$ cat config.mk
export PLATFORM = sky130hd
export DESIGN_NAME = ins_loader
export DESIGN_NICKNAME = d
export VERILOG_FILES = /design/src/rtl/ins_loader.sv
export SDC_FILE = /design/constraint.sdc
export NUM_CORES = 1
export LEC_CHECK = 0
export CORE_ASPECT_RATIO = 0.75
export CORE_MARGIN = 2
export CORE_UTILIZATION = 30
export DETAILED_ROUTE_END_ITERATION = 16
export SLEW_MARGIN = 5
export SYNTH_ARGS = -nofsm -noshare
export SYNTH_HDL_FRONTEND = slang
export SYNTH_SLANG_ARGS = --single-unit
$ cat constraint.sdc
create_clock -name clk -period 3.4 [get_ports clk]
set_input_delay 0.51 -clock clk [delete_from_list [all_inputs] [get_ports clk]]
set_output_delay 0.51 -clock clk [all_outputs]
set_load 0.005 [all_outputs]
$ cat src/rtl/ins_loader.sv
// ins_loader: assembles a byte stream into 16-bit words, writes them to instruction memory and holds the CPU until the load is verified
module ins_loader #(
  parameter int ADDR_W = 8,
  parameter int DATA_W = 16,
  parameter int BASE   = 0,
  parameter int STEP   = 2
) (
  input  logic              clk,
  input  logic              rst_n,
  input  logic              start,
  input  logic              in_valid,
  input  logic [7:0]        in_byte,
  output logic              in_ready,
  output logic              wr_en,
  output logic [ADDR_W-1:0] wr_addr,
  output logic [DATA_W-1:0] wr_data,
  output logic              cpu_hold,
  output logic              done,
  output logic              err
);
  typedef enum logic [2:0] {IDLE, LEN, HI, LO, WRITE, CSUM, DONE, ERR} state_t;
  state_t state, nxt;
  logic [7:0] len, cnt, hi, csum;
  logic xfer, last;
  assign xfer     = in_valid & in_ready;
  assign last     = (cnt + 8'd1) == len;
  assign wr_en    = state == WRITE;
  assign cpu_hold = state != DONE;
  assign done     = state == DONE;
  assign err      = state == ERR;
  // state register
  always_ff @(posedge clk or negedge rst_n)
    if (!rst_n) state <= IDLE;
    else state <= nxt;
  // next-state and ready decode; start only honoured between loads
  always_comb begin
    nxt      = state;
    in_ready = state inside {LEN, HI, LO, CSUM};
    case (state)
      IDLE, DONE, ERR: nxt = start ? LEN : state;
      LEN:   nxt = xfer ? (in_byte == 8'd0 ? CSUM : HI) : state;
      HI:    nxt = xfer ? LO : state;
      LO:    nxt = xfer ? WRITE : state;
      WRITE: nxt = last ? CSUM : HI;
      CSUM:  nxt = xfer ? (in_byte == csum ? DONE : ERR) : state;
      default: nxt = IDLE;
    endcase
  end
  // datapath: length, word assembly, running checksum, write address/count
  always_ff @(posedge clk or negedge rst_n)
    if (!rst_n) begin
      len     <= '0;
      cnt     <= '0;
      hi      <= '0;
      csum    <= '0;
      wr_addr <= ADDR_W'(BASE);
      wr_data <= '0;
    end else begin
      case (state)
        IDLE, DONE, ERR:
          if (start) begin
            csum    <= '0;
            cnt     <= '0;
            wr_addr <= ADDR_W'(BASE);
          end
        LEN:
          if (xfer) len <= in_byte;
        HI:
          if (xfer) begin
            hi   <= in_byte;
            csum <= csum ^ in_byte;
          end
        LO:
          if (xfer) begin
            wr_data <= DATA_W'({hi, in_byte});
            csum    <= csum ^ in_byte;
          end
        WRITE: begin
          wr_addr <= wr_addr + ADDR_W'(STEP);
          cnt     <= cnt + 8'd1;
        end
        default: ;
      endcase
    end
endmodule

# --- Yosys cells after proc, flatten, opt, wreduce, memory -nomap -nowiden ---
# Index checks and enable logic that the tools add are counted.
totals:
  reg_bits: 59
  latchBits: 0
  ram_bits: 0
  romBits: 0
  output_inout_bits: 29
  word_cells: 54
  memories: 0
op_classes:
  add_sub_neg: 2
  multipliers: 0
  n_div: 0
  n_lt_le_gt_ge: 0
  eq_ne: 16
  shifts: 0
  muxes: 14
  bitwise: 2
  n_reduce_logical: 13
ops:
  columns: ["operator", "n"]
  rows:
  - ["8-bit case mux with 2 select lines", 3]
  - ["3-bit two-way mux", 7]
  - ["3-bit case mux with 6 select lines", 1]
  - ["8-bit == test", 2]
  - ["8-bit two-way mux", 2]
  - ["3-bit == test, second input constant", 4]
  - ["2-bit != test, second input constant", 5]
  - ["8-bit by 1-bit adder with 8-bit output, second input constant", 1]
  - ["8-bit by 2-bit adder with 8-bit output, second input constant", 1]
  - ["8-bit logical NOT", 1]
  - ["2-bit AND reduction", 4]
  - ["8-bit bitwise XOR", 1]
  - ["3-bit by 2-bit == test with 1-bit output, second input constant", 2]
  - ["5-bit AND reduction", 1]
  - ["2-bit nonzero test", 2]
  - ["4-bit nonzero test", 1]
  - ["3-bit by 1-bit == test with 1-bit output, second input constant", 1]
  - ["3-bit logical NOT", 1]
  - ["3-bit != test, second input constant", 1]
  - ["3-bit AND reduction", 1]
  - ["3-bit OR reduction", 1]
  - ["2-bit by 1-bit != test with 1-bit output, second input constant", 1]
  - ["2-bit OR reduction", 1]
  - ["1-bit AND", 1]
  - ["1-bit two-way mux", 1]

# --- Logic depth before layout (Yosys ltp) ---
# Gate-level depths: netlist of the first run.
logic_depth:
  ltp_word: 5
  mapped_depth: 10

# --- Worst setup path before layout of the first run ---
# No wires, ideal clock.
synth_path:
  kind: "flip-flop to flip-flop"
  startpoint: "register state[2]"
  endpoint: "register csum[6]"
  setup_ps: 127
  t_arrival_ps: 1795
  required_ps: 3273
  path_slack_ps: 1478
  stages_incl_launch_ff: 11
  n_path_buf: 4
  period_less_slack_ps: 1922
  cell_sequence: "dfrtp_1 > buf_4 > inv_1 > ha_1 > buf_2 > o211ai_1 > a2bb2o_2 > buf_6 > buf_8 > o21ai_1 > o31ai_2"
synth_via:
  elab_chain_cells: 5
  elab_cells_between_ends: 16
  classes_between: "eq/ne (8); mux (1); bitwise (1); reduce/logical (6)"
synth_rtl:
  columns: ["element", "line_no", "text"]
  rows:
  - ["from (decl)", "22", "state_t state, nxt;"]
  - ["from (signal assigned)", "34", "else state <= nxt;"]
  - ["3-bit by 1-bit == test with 1-bit output, or another cell as far along", "38", "in_ready = state inside {LEN, HI, LO, CSUM};"]
  - ["4-bit nonzero test", "38", null]
  - ["1-bit AND", "25", "assign xfer = in_valid & in_ready;"]
  - ["2-bit by 1-bit != test with 1-bit output (no source line)", null, null]
  - ["3-bit AND reduction (no source line)", null, null]
  - ["to (signal assigned)", "71", "csum <= csum ^ in_byte;"]
  - ["to (signal assigned)", "76", "csum <= csum ^ in_byte;"]
  - ["to (decl)", "23", "logic [7:0] len, cnt, hi, csum;"]
# Parallel ways exist; a longest one is shown, timed or not.
# A chain may end at the register's enable or synchronous reset.

# --- Worst setup path in the final report of the first run ---
layout_path:
  startpoint: "register state[2]"
  endpoint: "output port wr_en"
layout_via:
  elab_chain_cells: 1
layout_rtl:
  columns: ["element", "line_no", "text"]
  rows:
  - ["3-bit == test", "27", "assign wr_en = state == WRITE;"]
  - ["to (decl)", "14", "output logic wr_en,"]
# Every way passes these cells.

==> results of run 1 <==
-- cell families after synthesis --
group | share of synthesized area (%)
muxes | 11.8
AOI/OAI and AO/OA | 13.7
adders and majority gates | 1.59
other | 0.119
buffers and inverters | 4.34
and+or+nand+nor | 16.9
DFF | 46.2
xor gates and xnor gates | 5.30
-- state kept, by name, indices dropped and copies added, names as in the netlist --
name     flops
len          8
csum         8
hi           8
wr_data     16
wr_addr      7
state        3
cnt          8
-- stage by stage --
stage	utilization (%)	power [µW]	instance area, µm²
final	38.3	3400	3920
after global routing	38.3	3640	3920
after CTS	38.3	3430	3920
after detailed placement	35.2	2460	3600
after global placement	35.2	2430	3600
after floorplan	-	2070	3140
-- worst max-delay path, stage by stage (launching register included) --
cell and delay [ns]:
dfrtp_1 0.71, nand2_1 0.42, inv_1 0.34, clkdlybuf4s50_1 0.56
-- final cells by class --
type | instances | area, µm² | share of cell area [%]
multi-input combinational | 214 | 1550 | 39.6
sequential | 58 | 1450 | 37.0
timing repair buffer | 41 | 400 | 10.2
clock buffer | 11 | 243 | 6.19
tap | 136 | 170 | 4.34
clock inverter | 4 | 76.3 | 1.95
inverter | 7 | 28.8 | 0.734
-- worst max-delay path by stage --
stage,startpoint,end,slack [ns],cells after the start
after floorplan,state[2]$_DFFE_PN0P_,csum[6]$_DFFE_PN0P_,1.48,10
after global placement,state[2]$_DFFE_PN0P_,wr_en,0.91,3
after detailed placement,state[2]$_DFFE_PN0P_,wr_en,0.86,3
after CTS,state[2]$_DFFE_PN0P_,wr_en,0.51,3
after global routing,state[2]$_DFFE_PN0P_,wr_en,0.36,3
final,state[2]$_DFFE_PN0P_,wr_en,0.54,3
-- power by group --
part	internal [µW]	switching, µW
registers	944	237
logic	697	567
clock network	657	295
-- placed cells by master (no fill, tap or decap), drive strengths merged, types with 2 or more instances in the layout --
cell type,instances
a21oi,8
a22o,7
and3,3
buf,3
bufinv,2
clkbuf,11
clkdlybuf4s50,38
dfrtp,58
ha,4
inv,7
mux2,32
nand2,22
nand2b,18
nand3,7
nand4,2
nor2,17
nor2b,4
nor3,8
nor4,6
o21ai,29
o21bai,2
o221ai,3
o31ai,5
or2b,2
xnor2,4
xor2,15
-- layer usage --
metal	up-vias	wire (µm)
li1	1122	-
met1	1111	3530
met2	43	2810
met3	9	238
met4	0	71
met5	-	0
==> impl_metrics.ini, run 1 <==
[status]
status = complete, no violations

[detailed_routing]
postRouteAntennaNets = 0
dr_total_vias = 2285
wl_per_cell_um = 14.1
drc = 0
via_per_inst = 4.85
dr.pass1.iters = 4
drt_iter0_drc = 99
drt_wl_total_um = 6650

[global_routing]
grt_pass1_wl_um = 11500
grt_max_degree = 45
grt_pass1_vias = 2316
grtUsageTotal_pct = 13.0
grt_antenna_before_repair = 0
grtUsageMet3_pct = 2.77
met1_usage_pct = 19.4
grtUsageMet2_pct = 18.1
grt_remaining_overflow = 0
top_usage_layer = met1

[setup_path]
r2r_setup_slack_ns = 1.07
required_ns = 2.89
end_kind = output pin
rr_worst_depth = 6
startpoint_type = flip-flop
worstPathArrival_ns = 2.35
r2r_end = csum[2]$_DFFE_PN0P_
path_max_fanout = 15
path_class = flip-flop to output pin
r2r_start = state[2]$_DFFE_PN0P_

[layout]
layout-drive-gt1-share_pct = 19.7
fin_cells = 471
finalNetCount = 347
nFillCells = 1035
antennaDiodeCount = 0
area_growth_pct = 24.9

[cts]
cts_resized = 0
clock_path_buffers = 2
cts-buffers-inserted = 9
clockRootBuffer = clkbuf_16
cts_hold_buffers = 0
path_clk_slew_ns = 0.05
clk_latency_ns = 0.32
h-tree-depth = 3
clock-sinks = 58
post_cts_buffers = 0
cts_tree = yes

[synthesis]
synthCells = 294
syn_nets = 310
synth_area_um2 = 3140
synth_top_area_share_pct = 46.2
ys_ff_latch = 58
async_flop_share_pct = 100
synth_edf_count = 0
yosysSeqAreaShare_pct = 46.2
yosys.cell_count.top_type = dfrtp_1
ys.flop_type = dfrtp_1
synth_top_area_cell = dfrtp_1
netlist_top_cells_count = dfrtp_1, mux2_2, o21ai_0
synth.top_cells.by_area = dfrtp_1, mux2_2, o21ai_0, xor2_1, nand2b_1
syn_avg_cell_area_um2 = 10.7
ys_warn_count = 0
synthDistinctLibCells = 56

[timing]
whs_ns = 0.355
tightest_slew_ns = 0.983
rsz0062_at_grt = false
fin_crit_sh_pct = 84.1
slew_viol_final = 0
layout_setup_ws_ns = 0.540
setup_violations = 0
final_hold_viol_count = 0
slew_headroom_pct = 34.4
setup_tns_ns = 0
fmax_mhz = 350
fin_skew_ns = 0.00819
post-route-min-period_ns = 2.86

[die]
dieHeight_um = 92.6
die_area_um2 = 11300
core_area_um2 = 10200
start_util_pct = 30.6
num_rows = 32
die_w_um = 122
ios = 41

[job]
drv_cap = 0

[placed_design]
pre_cts_ws_ns = 0.857
numPlacedInstances = 456
io_buffers = 39
post-dp-hpwl_um = 4690
globalplace.congestion = 0.781

[pwr]
p_leak_uw = 0.00163
peakVddDrop_mv = 0.369
power_density_nw_per_um2 = 866

[hold_path]
worstHoldPathType = input port to asynchronous set/reset pin
Note: power is estimated with default switching activity, not from simulation.
==> inputs of run 2 (changes only) <==
==> constraint.sdc (replaced) <==
create_clock -name clk -period 2.5 [get_ports clk]
set_input_delay 0.375 -clock clk [delete_from_list [all_inputs] [get_ports clk]]
set_output_delay 0.375 -clock clk [all_outputs]
set_load 0.005 [all_outputs]
==> run 2 against run 1 <==
  * First-iteration DRC count rose by 29%
  * Core utilization rose by 1.4 points
  * Register-to-register slack got worse by 0.65 ns
  * Highest routed layer unchanged
  * Largest cell class unchanged
  * Combinational power rose by 49%
  * Critical endpoint unchanged
  * Clock skew fell by 0.00094 ns
  * Via count rose by 5.2%
  * Worst setup slack got worse by 0.39 ns
  * Final area rose by 3.6%
==> impl_metrics.ini, run 2 (synthesis results as in run 1) <==
[pwr]
switchingPower_uw = 1560
power_density_nw_per_um2 = 1200
swShare_pct = 31.9
peakVddDrop_mv = 0.578
p_comb_share_pct = 38.4
p_leak_uw = 0.00172
p_seq_share_pct = 32.0
clockPowerShare_pct = 29.7
power.total_uw = 4890
internal-power_uw = 3330

[timing]
whs_ns = 0.0564
setup_tns_ns = 0
setup_violations = 0
slew_viol_final = 0
final_hold_viol_count = 0
fmax_mhz = 426
rsz0062_at_grt = false
slew_headroom_pct = 64.4
tightest_slew_ns = 0.535
fin_skew_ns = 0.00725
post-route-min-period_ns = 2.35
fin_crit_sh_pct = 94.0

[layout]
final_cell_mix = dfrtp_1, clkdlybuf4s50_1, mux2_2
nFillCells = 1030
regMostFlops = wr_data
antennaDiodeCount = 0
finalNetCount = 358
regArea_um2 = 1450
largest_reg_flops = 16
multi_input_area_um2 = 1550
area_growth_pct = 29.4
mostFrequentLayoutCell = dfrtp_1
layout-drive-gt1-share_pct = 22.5

[cts]
h-tree-depth = 3
post_cts_buffers = 0
clock_path_buffers = 2
cts_tree = yes
clock-sinks = 58
clk_latency_ns = 0.32
path_clk_slew_ns = 0.05
cts_resized = 0
cts-buffers-inserted = 9
clockRootBuffer = clkbuf_16
cts_hold_buffers = 0

[job]
drv_cap = 0

[global_routing]
grt_remaining_overflow = 0
grt_pass1_vias = 2315
grt_antenna_before_repair = 0
grtUsageTotal_pct = 13.7
grt_pass1_wl_um = 12100
grt_max_degree = 59

[setup_path]
path_class = flip-flop to output pin
cp_cell_sequence = nor2_1 -> nand2_1 -> inv_1 -> clkdlybuf4s50_1
startpoint_type = flip-flop
critical-path-max-stage-delay_ns = 0.56
slowest_stage = clkdlybuf4s50_1
required_ns = 2.12
rr_worst_depth = 6
worstPathArrival_ns = 1.97
end_kind = output pin
r2r_start = state[1]$_DFFE_PN0P_
path_max_fanout = 10
cp-startpoint = state[0]$_DFFE_PN0P_

[die]
start_util_pct = 30.6
die_area_um2 = 11300
die_w_um = 122
num_rows = 32
dieHeight_um = 92.6
core_area_um2 = 10200
ios = 41

[detailed_routing]
dr_wl_met2_um = 2970
wl_per_cell_um = 14.8
route.met3.wl_um = 350
dr.pass1.iters = 4
postRouteAntennaNets = 0
via_per_inst = 4.98
drt_wl_total_um = 7130
drc = 0
highest_layer = met4
drt-met1-wl_um = 3730
dr_total_vias = 2403
drt_iter0_drc = 128

[hold_path]
worstHoldPathType = input port to asynchronous set/reset pin

[placed_design]
io_buffers = 39
post-dp-hpwl_um = 4910
globalplace.congestion = 0.873

[status]
status = complete, no violations
==> run 2: cell count changes in the layout (fill, tap and decap cells not counted), sizes merged <==
cell	previous run	this run
buf	3	14
clkbuf	11	12
bufinv	2	3
clkinv	1	0
==> run 2: final timing paths <==
path | slack [ns] | end
min | 0.06 | wr_data[14]$_DFFE_PN0P_
min reg2reg | 0.49 | wr_addr[7]$_DFFE_PN0P_
max reg2reg | 0.42 | wr_addr[4]$_DFFE_PN0P_
max in group asynchronous | 2.20 | state[2]$_DFFE_PN0P_
max | 0.15 | wr_en
min in group clk | 0.49 | wr_addr[7]$_DFFE_PN0P_
==> run 2: cell type report <==
cell class,instances,area share (%)
clock buffers,12,6.31
clock inverters,4,2.40
inverters,7,0.708
multi-input cells,214,38.2
flip-flops and latches,58,35.7
well taps,136,4.19
repair buffers,52,12.5
==> run 2: power by group through the flow <==
| stage | Clock, µW | Combinational [µW] | Sequential, µW |
|---|---|---|---|
| 2_1_floorplan | 0 | 1330 | 1490 |
| 6_report | 1450 | 1880 | 1560 |
| 3_5_place_dp | 0 | 1870 | 1570 |
| 5_1_grt | 1520 | 2070 | 1620 |
| 3_3_place_gp | 0 | 1840 | 1570 |
| 4_1_cts | 1470 | 1880 | 1570 |
==> run 2: metal layers <==
metal | up-vias | GRT usage, %
li1 | 1143 | -
met1 | 1198 | 20.3
met2 | 54 | 19.1
met3 | 8 | 3.45
met4 | 0 | 4.69
met5 | - | 0
==> run 2: per-stage QoR <==
step                      utilization (%)  cell area [µm²]  instances  setup WS (ns)
final                                39.7             4070        483          0.151
after floorplan                         -             3140        294          0.578
after global placement               36.2             3710        467          0.337
after detailed placement             36.2             3710        467          0.334
after global routing                 39.7             4070        483         0.0204
after CTS                            39.7             4070        483          0.129
==> run 2: critical path, delay by kind of cell, from the launching register on <==
| family | cells | cell delay [ns] |
|---|---|---|
| buffers and inverters | 2 | 0.80 |
| flip-flops | 1 | 0.54 |
| AND/OR/NAND/NOR | 2 | 0.31 |
==> inputs of run 3 (changes only) <==
--- a/config.mk
+++ b/config.mk
@@ -9,6 +9,7 @@
 export CORE_MARGIN = 2
 export CORE_UTILIZATION = 30
 export DETAILED_ROUTE_END_ITERATION = 16
+export RECOVER_POWER = 50
 export SLEW_MARGIN = 5
 export SYNTH_ARGS = -nofsm -noshare
 export SYNTH_HDL_FRONTEND = slang
==> run 3 against run 2 <==
  * Final area fell by 0.37%
  * Final cell count unchanged
  * Highest routed layer unchanged
  * Critical path type unchanged
  * Sequential share of layout area rose by 0.13 points
  * Largest power group unchanged
  * Power fell by 1.2%
  * Clock skew barely moved
  * Critical path depth did not move
==> impl_metrics.ini, run 3 (synthesis results as in run 1) <==
[status]
status = complete, no violations

[placed_design]
post-dp-hpwl_um = 4910
globalplace.congestion = 0.873
io_buffers = 39

[die]
die_w_um = 122
die_area_um2 = 11300
num_rows = 32
ios = 41
core_area_um2 = 10200
dieHeight_um = 92.6
start_util_pct = 30.6

[detailed_routing]
drt_wl_total_um = 7120
postRouteAntennaNets = 0
drt_iter0_drc = 108
dr_total_vias = 2394
wl_per_cell_um = 14.7
drc = 0
dr.pass1.iters = 4
via_per_inst = 4.96

[setup_path]
startpoint_type = flip-flop
r2r_end = wr_addr[4]$_DFFE_PN0P_
path_class = flip-flop to output pin
slowest_stage = clkdlybuf4s50_1
r2r_setup_slack_ns = 0.42
r2r_start = state[1]$_DFFE_PN0P_
cp_cell_sequence = nor2_1 -> nand2_1 -> inv_1 -> clkdlybuf4s50_1
rr_worst_depth = 6
critical-path-max-stage-delay_ns = 0.56
required_ns = 2.12
worstPathArrival_ns = 1.97
end_kind = output pin
path_max_fanout = 10

[pwr]
clockPowerShare_pct = 29.9
p_comb_share_pct = 37.9
p_seq_share_pct = 32.2
swShare_pct = 32.0
power_density_nw_per_um2 = 1190
peakVddDrop_mv = 0.576
p_leak_uw = 0.00172
switchingPower_uw = 1550
internal-power_uw = 3280

[hold_path]
worstHoldPathType = input port to asynchronous set/reset pin

[global_routing]
grt_remaining_overflow = 0
grt_max_degree = 59
grtUsageTotal_pct = 13.7
grt_antenna_before_repair = 0
grt_pass1_vias = 2315
grt_pass1_wl_um = 12100

[cts]
cts_tree = yes
cts_resized = 0
h-tree-depth = 3
cts_hold_buffers = 0
clockRootBuffer = clkbuf_16
cts-buffers-inserted = 9
clock_path_buffers = 2
path_clk_slew_ns = 0.05
clk_latency_ns = 0.32
clock-sinks = 58
post_cts_buffers = 0

[timing]
setup_violations = 0
slew_viol_final = 0
rsz0062_at_grt = false
slew_headroom_pct = 3.47
post-route-min-period_ns = 2.35
fmax_mhz = 426
fin_crit_sh_pct = 93.9
final_hold_viol_count = 0
setup_tns_ns = 0
tightest_slew_ns = 1.45
fin_skew_ns = 0.00720

[layout]
final_util_pct = 39.5
regMostFlops = wr_data
area_growth_pct = 29.0
nFillCells = 1032
finalNetCount = 358
antennaDiodeCount = 0
final_cell_mix = dfrtp_1, mux2_2, o21ai_0
mostFrequentLayoutCell = dfrtp_1
largest_reg_flops = 16
layout-drive-gt1-share_pct = 22.5

[job]
drv_cap = 0
==> run 3: area by class of cell <==
| class | count | area (µm²) | area share (%) |
|---|---|---|---|
| clock inverters | 4 | 97.6 | 2.41 |
| inverters | 7 | 28.8 | 0.711 |
| repair buffers | 52 | 493 | 12.2 |
| flip-flops and latches | 58 | 1450 | 35.8 |
| clock buffers | 12 | 256 | 6.33 |
| well taps | 136 | 170 | 4.20 |
| multi-input cells | 214 | 1550 | 38.3 |
==> run 3: how the worst max path moves through the flow <==
stage	start	end	slack, ns
finish	state[0]$_DFFE_PN0P_	wr_en	0.15
global route	state[0]$_DFFE_PN0P_	wr_en	0.02
CTS	state[0]$_DFFE_PN0P_	wr_en	0.13
detailed placement	in_byte[3]	state[0]$_DFFE_PN0P_	0.33
global placement	in_byte[3]	state[0]$_DFFE_PN0P_	0.34
floorplan	state[2]$_DFFE_PN0P_	csum[6]$_DFFE_PN0P_	0.58
==> run 3: worst max-delay path, delay by kind of cell (launching register included) <==
kind          cells  cell delay [ns]
buf+inv           2             0.80
flops             1             0.53
simple gates      2             0.32
==> run 3: metal layers <==
metal | global-route usage, % | routed length [µm] | vias to the layer above
met1 | 20.3 | 3630 | 1189
met5 | 0 | 0 | -
met4 | 4.69 | 75 | 0
li1 | - | - | 1143
met3 | 3.45 | 383 | 8
met2 | 19.1 | 3030 | 54
==> run 3: power groups by stage <==
stage | sequential (µW) | clock [µW] | combinational, µW
2_1_floorplan | 1490 | 0 | 1330
3_3_place_gp | 1570 | 0 | 1840
3_5_place_dp | 1570 | 0 | 1870
4_1_cts | 1570 | 1470 | 1880
5_1_grt | 1620 | 1520 | 2020
6_report | 1560 | 1440 | 1830
==> run 3: stage by stage <==
stage	area (µm²)	total power (µW)	setup WS, ns	cells	hold slack (ns)
floorplan	3140	2820	0.578	294	0.0794
global placement	3710	3410	0.337	467	0.403
detailed placement	3710	3440	0.334	467	0.408
CTS	4070	4920	0.129	483	0.0625
global route	4050	5160	0.0204	483	0.522
finish	4050	4830	0.152	483	0.468
